## config.mk

```make
export PLATFORM = sky130hd
export DESIGN_NAME = vocab_writer_flat
export DESIGN_NICKNAME = d
export VERILOG_FILES = /design/src/rtl/vocab_writer_if.sv /design/src/rtl/vocab_writer.sv /design/src/flat_wrapper.sv
export SDC_FILE = /design/constraint.sdc
export NUM_CORES = 1
export LEC_CHECK = 0
export ABC_CLOCK_PERIOD_IN_PS = 2000
export BUFFER_PORTS_ARGS = -buffer_cell sky130_fd_sc_hd__buf_4
export CAP_MARGIN = 20
export CORE_ASPECT_RATIO = 0.6
export CORE_UTILIZATION = 51
export CTS_BUF_LIST = sky130_fd_sc_hd__clkbuf_2 sky130_fd_sc_hd__clkbuf_4 sky130_fd_sc_hd__clkbuf_8
export DETAILED_ROUTE_END_ITERATION = 8
export PLACE_DENSITY = 0.82
export RECOVER_POWER = 100
export SYNTH_ARGS = -nofsm -noshare
export SYNTH_HDL_FRONTEND = slang
export SYNTH_SLANG_ARGS = --single-unit
```

## constraint.sdc

```tcl
create_clock -name clk -period 2 [get_ports clk]
set_input_delay 0.1 -clock clk [delete_from_list [all_inputs] [get_ports clk]]
set_output_delay 0.1 -clock clk [all_outputs]
set_load 0.05 [all_outputs]
```

## src/rtl/vocab_writer_if.sv

```systemverilog
// Handshake and RAM write-port bundle between the loader, vocab_writer and the vocab RAM.
interface vocab_writer_if #(
  parameter int ADDR_WIDTH  = 4,
  parameter int WORD_LENGTH = 3,
  parameter int DATA_WIDTH  = 8
);
  logic                              cs;
  logic                              clear;
  logic                              word_valid;
  logic [WORD_LENGTH*DATA_WIDTH-1:0] word;
  logic                              word_ready;
  logic                              mem_we;
  logic [ADDR_WIDTH-1:0]             mem_addr;
  logic [DATA_WIDTH-1:0]             mem_din;
  logic [ADDR_WIDTH-1:0]             count;
  logic                              overflow;
  logic                              done;

  modport slave (
    input  cs, clear, word_valid, word,
    output word_ready, mem_we, mem_addr, mem_din, count, overflow, done
  );

  modport master (
    output cs, clear, word_valid, word,
    input  word_ready, mem_we, mem_addr, mem_din, count, overflow, done
  );
endinterface

```

## src/rtl/vocab_writer.sv

```systemverilog
// Writes packed words one char per cycle into the vocab RAM, keeping a trailing 0x00 end marker.
// Optional VOCAB_WRITER_CASE_FOLD_EN lower-cases 'A'-'Z' on the way into the RAM.
module vocab_writer #(
  parameter int ADDR_WIDTH  = 4,
  parameter int WORD_LENGTH = 3,
  parameter int DATA_WIDTH  = 8
) (
  input logic           clk,
  input logic           rst_n,
  vocab_writer_if.slave bus
);
  localparam int IW = $clog2(WORD_LENGTH + 1);
  localparam logic [IW-1:0]         ONE_I   = IW'(1);
  localparam logic [ADDR_WIDTH-1:0] ONE_A   = ADDR_WIDTH'(1);
  localparam logic [ADDR_WIDTH:0]   TWO_C   = (ADDR_WIDTH + 1)'(2);
  localparam logic [ADDR_WIDTH:0]   DEPTH_C = {1'b1, {ADDR_WIDTH{1'b0}}};

  typedef enum logic [2:0] {
    S_IDLE = 3'd0,
    S_CHAR = 3'd1,
    S_TERM = 3'd2,
    S_END  = 3'd3,
    S_CLR  = 3'd4
  } state_t;

  state_t                            state_r, state_s;
  logic [ADDR_WIDTH-1:0]             wp_r, count_r;
  logic [IW-1:0]                     idx_r, len_r, len_s;
  logic [WORD_LENGTH*DATA_WIDTH-1:0] word_r;
  logic                              overflow_r, done_r;
  logic                              ready_s, accept_s, fits_s;
  logic [ADDR_WIDTH:0]               need_s, avail_s;
  logic                              mem_we_s;
  logic [ADDR_WIDTH-1:0]             mem_addr_s;
  logic [DATA_WIDTH-1:0]             mem_din_s;

  function automatic logic [IW-1:0] len_of(input logic [WORD_LENGTH*DATA_WIDTH-1:0] w);
    logic stop;
    len_of = '0;
    stop   = 1'b0;
    for (int k = 0; k < WORD_LENGTH; k++) begin
      if (!stop) begin
        if (w[(WORD_LENGTH-1-k)*DATA_WIDTH +: DATA_WIDTH] == '0) stop = 1'b1;
        else len_of = len_of + ONE_I;
      end
    end
  endfunction

  function automatic logic [DATA_WIDTH-1:0] char_at(input logic [WORD_LENGTH*DATA_WIDTH-1:0] w,
                                                     input logic [IW-1:0] i);
    char_at = '0;
    for (int k = 0; k < WORD_LENGTH; k++) begin
      if (k == int'(i)) char_at = w[(WORD_LENGTH-1-k)*DATA_WIDTH +: DATA_WIDTH];
    end
  endfunction

  function automatic logic [DATA_WIDTH-1:0] fold(input logic [DATA_WIDTH-1:0] c);
`ifdef VOCAB_WRITER_CASE_FOLD_EN
    if (c >= DATA_WIDTH'(8'h41) && c <= DATA_WIDTH'(8'h5A)) fold = c + DATA_WIDTH'(8'h20);
    else fold = c;
`else
    fold = c;
`endif
  endfunction

  // Reset gates ready so no word is offered an acceptance while the block is held in reset.
  assign ready_s  = rst_n & bus.cs & (state_r == S_IDLE) & ~bus.clear;
  assign accept_s = ready_s & bus.word_valid;
  assign len_s    = len_of(bus.word);
  assign need_s   = {{(ADDR_WIDTH + 1 - IW){1'b0}}, len_s} + TWO_C;
  assign avail_s  = DEPTH_C - {1'b0, wp_r};
  assign fits_s   = (need_s <= avail_s);

  // State register.
  always_ff @(posedge clk or negedge rst_n) begin
    if (!rst_n) state_r <= S_IDLE;
    else        state_r <= state_s;
  end

  // Next-state decode; clear wins over a simultaneous word.
  always_comb begin
    state_s = state_r;
    case (state_r)
      S_IDLE: begin
        if (bus.clear)                                      state_s = S_CLR;
        else if (accept_s && (len_s != '0) && fits_s)       state_s = S_CHAR;
        else                                                state_s = S_IDLE;
      end
      S_CHAR: begin
        if (idx_r == len_r - ONE_I) state_s = S_TERM;
        else                        state_s = S_CHAR;
      end
      S_TERM:  state_s = S_END;
      S_END:   state_s = S_IDLE;
      S_CLR:   state_s = S_IDLE;
      default: state_s = S_IDLE;
    endcase
  end

  // Write pointer, word capture, counters and status flags.
  always_ff @(posedge clk or negedge rst_n) begin
    if (!rst_n) begin
      wp_r       <= '0;
      idx_r      <= '0;
      len_r      <= '0;
      word_r     <= '0;
      count_r    <= '0;
      overflow_r <= 1'b0;
      done_r     <= 1'b0;
    end else begin
      done_r <= 1'b0;
      case (state_r)
        S_IDLE: begin
          if (accept_s) begin
            word_r <= bus.word;
            len_r  <= len_s;
            idx_r  <= '0;
            if (len_s == '0) begin
              done_r <= 1'b1;
            end else if (!fits_s) begin
              overflow_r <= 1'b1;
              done_r     <= 1'b1;
            end
          end
        end
        S_CHAR: begin
          wp_r  <= wp_r + ONE_A;
          idx_r <= idx_r + ONE_I;
        end
        S_TERM: wp_r <= wp_r + ONE_A;
        // End marker sits at wp so the next word overwrites it.
        S_END: begin
          count_r <= count_r + ONE_A;
          done_r  <= 1'b1;
        end
        S_CLR: begin
          wp_r       <= '0;
          count_r    <= '0;
          overflow_r <= 1'b0;
        end
        default: wp_r <= wp_r;
      endcase
    end
  end

  // Moore RAM write port decoded from the registered state.
  always_comb begin
    mem_we_s   = 1'b0;
    mem_addr_s = '0;
    mem_din_s  = '0;
    case (state_r)
      S_CHAR: begin
        mem_we_s   = 1'b1;
        mem_addr_s = wp_r;
        mem_din_s  = fold(char_at(word_r, idx_r));
      end
      S_TERM, S_END: begin
        mem_we_s   = 1'b1;
        mem_addr_s = wp_r;
      end
      S_CLR:   mem_we_s = 1'b1;
      default: mem_we_s = 1'b0;
    endcase
  end

  assign bus.word_ready = ready_s;
  assign bus.mem_we     = mem_we_s;
  assign bus.mem_addr   = mem_addr_s;
  assign bus.mem_din    = mem_din_s;
  assign bus.count      = count_r;
  assign bus.overflow   = overflow_r;
  assign bus.done       = done_r;
endmodule

```

## src/flat_wrapper.sv

```systemverilog
// flat-port wrapper written by rule: the top's interface ports become plain ports
module vocab_writer_flat 
#(
  parameter int ADDR_WIDTH  = 4,
  parameter int WORD_LENGTH = 3,
  parameter int DATA_WIDTH  = 8
)
  (clk, rst_n, bus_cs, bus_clear, bus_word_valid, bus_word, bus_word_ready, bus_mem_we, bus_mem_addr, bus_mem_din, bus_count, bus_overflow, bus_done);
  vocab_writer_if #(.ADDR_WIDTH(ADDR_WIDTH), .WORD_LENGTH(WORD_LENGTH), .DATA_WIDTH(DATA_WIDTH)) bus_i ();
  input logic clk;
  input logic rst_n;
  input wire logic [$bits(bus_i.cs)-1:0] bus_cs;
  input wire logic [$bits(bus_i.clear)-1:0] bus_clear;
  input wire logic [$bits(bus_i.word_valid)-1:0] bus_word_valid;
  input wire logic [$bits(bus_i.word)-1:0] bus_word;
  output wire logic [$bits(bus_i.word_ready)-1:0] bus_word_ready;
  output wire logic [$bits(bus_i.mem_we)-1:0] bus_mem_we;
  output wire logic [$bits(bus_i.mem_addr)-1:0] bus_mem_addr;
  output wire logic [$bits(bus_i.mem_din)-1:0] bus_mem_din;
  output wire logic [$bits(bus_i.count)-1:0] bus_count;
  output wire logic [$bits(bus_i.overflow)-1:0] bus_overflow;
  output wire logic [$bits(bus_i.done)-1:0] bus_done;
  assign bus_i.cs = bus_cs;
  assign bus_i.clear = bus_clear;
  assign bus_i.word_valid = bus_word_valid;
  assign bus_i.word = bus_word;
  assign bus_word_ready = bus_i.word_ready;
  assign bus_mem_we = bus_i.mem_we;
  assign bus_mem_addr = bus_i.mem_addr;
  assign bus_mem_din = bus_i.mem_din;
  assign bus_count = bus_i.count;
  assign bus_overflow = bus_i.overflow;
  assign bus_done = bus_i.done;
  vocab_writer #(.ADDR_WIDTH(ADDR_WIDTH), .WORD_LENGTH(WORD_LENGTH), .DATA_WIDTH(DATA_WIDTH)) u_core (.clk(clk), .rst_n(rst_n), .bus(bus_i));
endmodule
```

==> results.md <==
* Post-Synth Simple-Gate Area at 15.9%
* GPL Wtd Cong at 0.750
* # fillers at 304
* Die width at 90.3 um
* Hold Crit Class: in2reg
* Number of I/O port buffers at 48
* Max incr delay on CP at 430 ps
* Crit path buf inv count at 3
* Met2 WL at 2.77 mm
* Max H-tree Level at 2
* Synth Area in Compound Gates at 13.0%
* Critical path destination: bus_mem_din[6]
* Met3 wire length at 398 um
* Syn-to-layout area delta at 33.8%
* Post-synthesis sequential element count at 41
* DR vias/cell at 5.70
* Max layer used: met4
* Cells after Synth at around 220
* Startpoint types: flip-flop
* DR DRC count at 0
* Die ar. at 0.00496 mm^2
* TritonCTS Buffers at 5
* Reg2Reg Capture Point: u_core.state_r[0]
* Most used DFF post-synth: dfrtp_1
* HPWL Detailed at ~4.2 mm
* Share of cells above drive strength 1 at 43.5%
* CTS Sinks at 41
* CP Cell Sequence: inv_2 > ha_4 > buf_8 > nand3b_1 > a21oi_2 > a21oi_1 > nor2_1 > buf_6
* Post-Synth XOR/XNOR Area at 1.10%
* FF-to-FF setup slack at about 100 ps
* Post-route clock period utilization at 100%
* Seq/Total Area, Yosys at 43.0%
* Critical path required time at 1900 ps
* I/O pin count at 49
* Worst reg2reg startpoint: u_core.wp_r[1]
* CP max stage cell: dfrtp_1
* Final core occ at 74.1%
* CTS tree: yes
* Post-route ant nets at 0
* Net Count, Synth at between 200 and 300
* Failing checks: negative setup slack
* Syn_area_per_cell at 11.0 um^2
* Critical path class: reg2out
* Initial antenna violation count at 0
* Final instance area at around 0.0032 mm^2
* Leakage at 1.40 nW
* Count of different cell masters after synthesis at roughly 40
* Detailed Route Iter0 Violations at 129
* Worst-path maximum fanout at 9
* Max_slew headroom at 33.0%
* Vias in the first global route at 1768
* Drt wl/cell at approximately 18 um
* Critical path depth in cells at 8
* Clock skew at ~12 ps
* Detailed Routing Iterations Pass 1 at 5
* F_max at 0.500 GHz
* Adder-cell share of the synthesized area at between 4 and 5%
* Final setup viols at 1
* CTS root buffer: clkbuf_8
* Final std cells w/o fill at 338
* Max Cap Violations at 0
* Worst reg-to-reg path cell count at 7
* Final hold violation count at 0
* Combinational family with the most area after synthesis: multiplexers
* DP Area at about 0.0029 mm^2
* Antenna fix cells at 0
* Setup TNS Final at -0.109 ps
* Placed cells at 325
* Post-synth EDFFs at 0
* Core area at 0.00430 mm^2
* Clock latency on the worst-skew pair at about 310 ps
* Post-Route WL at 6.06 mm
* Design Power at 0.00463 W
* Data arrival, critical path at 1900 ps
* Synth warnings at 0
* Vias at 1928
* Multiplexer area fraction after synthesis at 16.1%
* Rows at 18
* Critical Path Source: u_core.idx_r[1]
* Outcome: finished with violations
* Max-slew violations at 0
* Final min period at 2000 ps
* Actual slew at the worst max-slew pin at between 1000 and 1500 ps
* GRT Resource Usage Total at 25.0%
* Crit-path leading delay family: flip-flops
* Die Ht at 55.0 um
* Nets at 315
* Power per cell area at 1450 mW/mm^2
* CTS Buffer Depth at 2
* First-pass GRT wire length at 9.03 mm
* Overflow after GRT at 0
* Synthesized area at around 0.0024 mm^2
* Asr flop ratio synth at 100%
* Worst setup margin at -0.109 ps
* Met1 wire length at 2.83 mm
* Clock-pin slew on the worst setup and hold paths at 80 ps
* Largest net degree at the start of global routing at 42
* Critical path endpoint category: output port
* Initial Util at 55.4%
* Peak VDD IR at 663 uV
==> cells by family (layout without fill, tap and decap cells) <==
kind of cell,count (synthesis),after routing
xor+xnor,3,3
fa+ha+maj,9,9
mux,27,27
flops,41,41
simple gates,69,69
buf+inv,22,84
compound gates,45,45
==> flip-flops by register name, summed over array words and instances (netlist names) <==
signal / flops
u_core.bus.done: 1
u_core.bus.count: 4
u_core.wp_r: 4
u_core.word_r: 24
u_core.bus.overflow: 1
u_core.state_r: 3
u_core.len_r: 2
u_core.idx_r: 2
==> cell type report <==
| class | instances | area (um^2) | area share [%] |
|---|---|---|---|
| clock buffer | 7 | 90.1 | 2.83 |
| inverter | 11 | 41.3 | 1.30 |
| timing repair buffer | 65 | 520 | 16.3 |
| clock inverter | 1 | 30.0 | 0.942 |
| multi-input combinational | 153 | 1400 | 44.0 |
| sequential | 41 | 1030 | 32.3 |
| tap | 60 | 75.1 | 2.35 |
==> stage by stage <==
step | setup slack (ps) | hold WS (ps)
3_5_place_dp | 13.2 | 206
5_1_grt | -65.0 | 11.1
4_1_cts | -4.71 | 15.1
2_1_floorplan | 34.6 | -196
6_report | -0.109 | 13.9
3_3_place_gp | 93.2 | 206
==> layout by cell type (no fill, tap or decap), drive strengths merged, types with 4 or more instances in the layout <==
cell type	synthesis	final
nor4	6	6
clkbuf	3	16
and2	4	4
ha	9	9
nor2b	13	13
nor2	11	11
a221oi	8	8
nor3	11	11
dfrtp	41	41
a21oi	16	16
inv	11	11
buf	8	55
o21ai	4	4
mux2	25	25
and3	4	4
nand2	9	9
nand3	4	4
==> Yosys cell counts (3+ instances only) <==
cell type,n,area [um^2]
o22ai_1,3,18.8
buf_2,3,15.0
nand3_1,4,20.0
clkbuf_1,3,11.3
dfrtp_1,41,1030
ha_1,9,113
nor2b_1,13,81.3
mux2_2,3,33.8
o21ai_0,4,20.0
a221oi_1,7,61.3
and3_1,4,25.0
nand2_1,9,33.8
a21oi_1,15,75.1
nor2_1,11,41.3
and2_1,4,25.0
nor3_1,9,45.0
nand2b_1,3,18.8
nor4_1,6,37.5
a211oi_1,3,22.5
mux2_4,22,330
inv_1,11,41.3
==> layer usage <==
metal  global-route usage, %  vias to the layer above
li1                        -                      901
met1                    36.0                      945
met2                    37.4                       77
met3                    5.74                        5
met4                    9.14                        0
met5                       0                        -
==> how the worst min path moves through the flow <==
stage               from                  end  cells past startpoint
6_report       bus_clear    u_core.state_r[2]                      2
5_1_grt        bus_clear    u_core.state_r[2]                      2
4_1_cts        bus_clear    u_core.state_r[2]                      2
3_5_place_dp       rst_n  u_core.bus.count[0]                      2
3_3_place_gp       rst_n  u_core.bus.count[1]                      2
2_1_floorplan      rst_n  u_core.bus.count[0]                      0
==> where the power goes <==
| group | switching [W] | total [W] | internal (W) |
|---|---|---|---|
| registers | 0.000337 | 0.00149 | 0.00116 |
| logic | 0.00121 | 0.00242 | 0.00121 |
| clock network | 0.000293 | 0.000714 | 0.000421 |
==> what timing repair did <==
item | CTS | global route
hold endpoints to repair | 41 | 0
endpoints found under the setup margin | 7 | 11
buffers inserted | 0 | 4
hold buffers | 1 | 0
pin swaps | 0 | 3
resized for setup | 2 | 37
(Power assumes the default switching activity.)
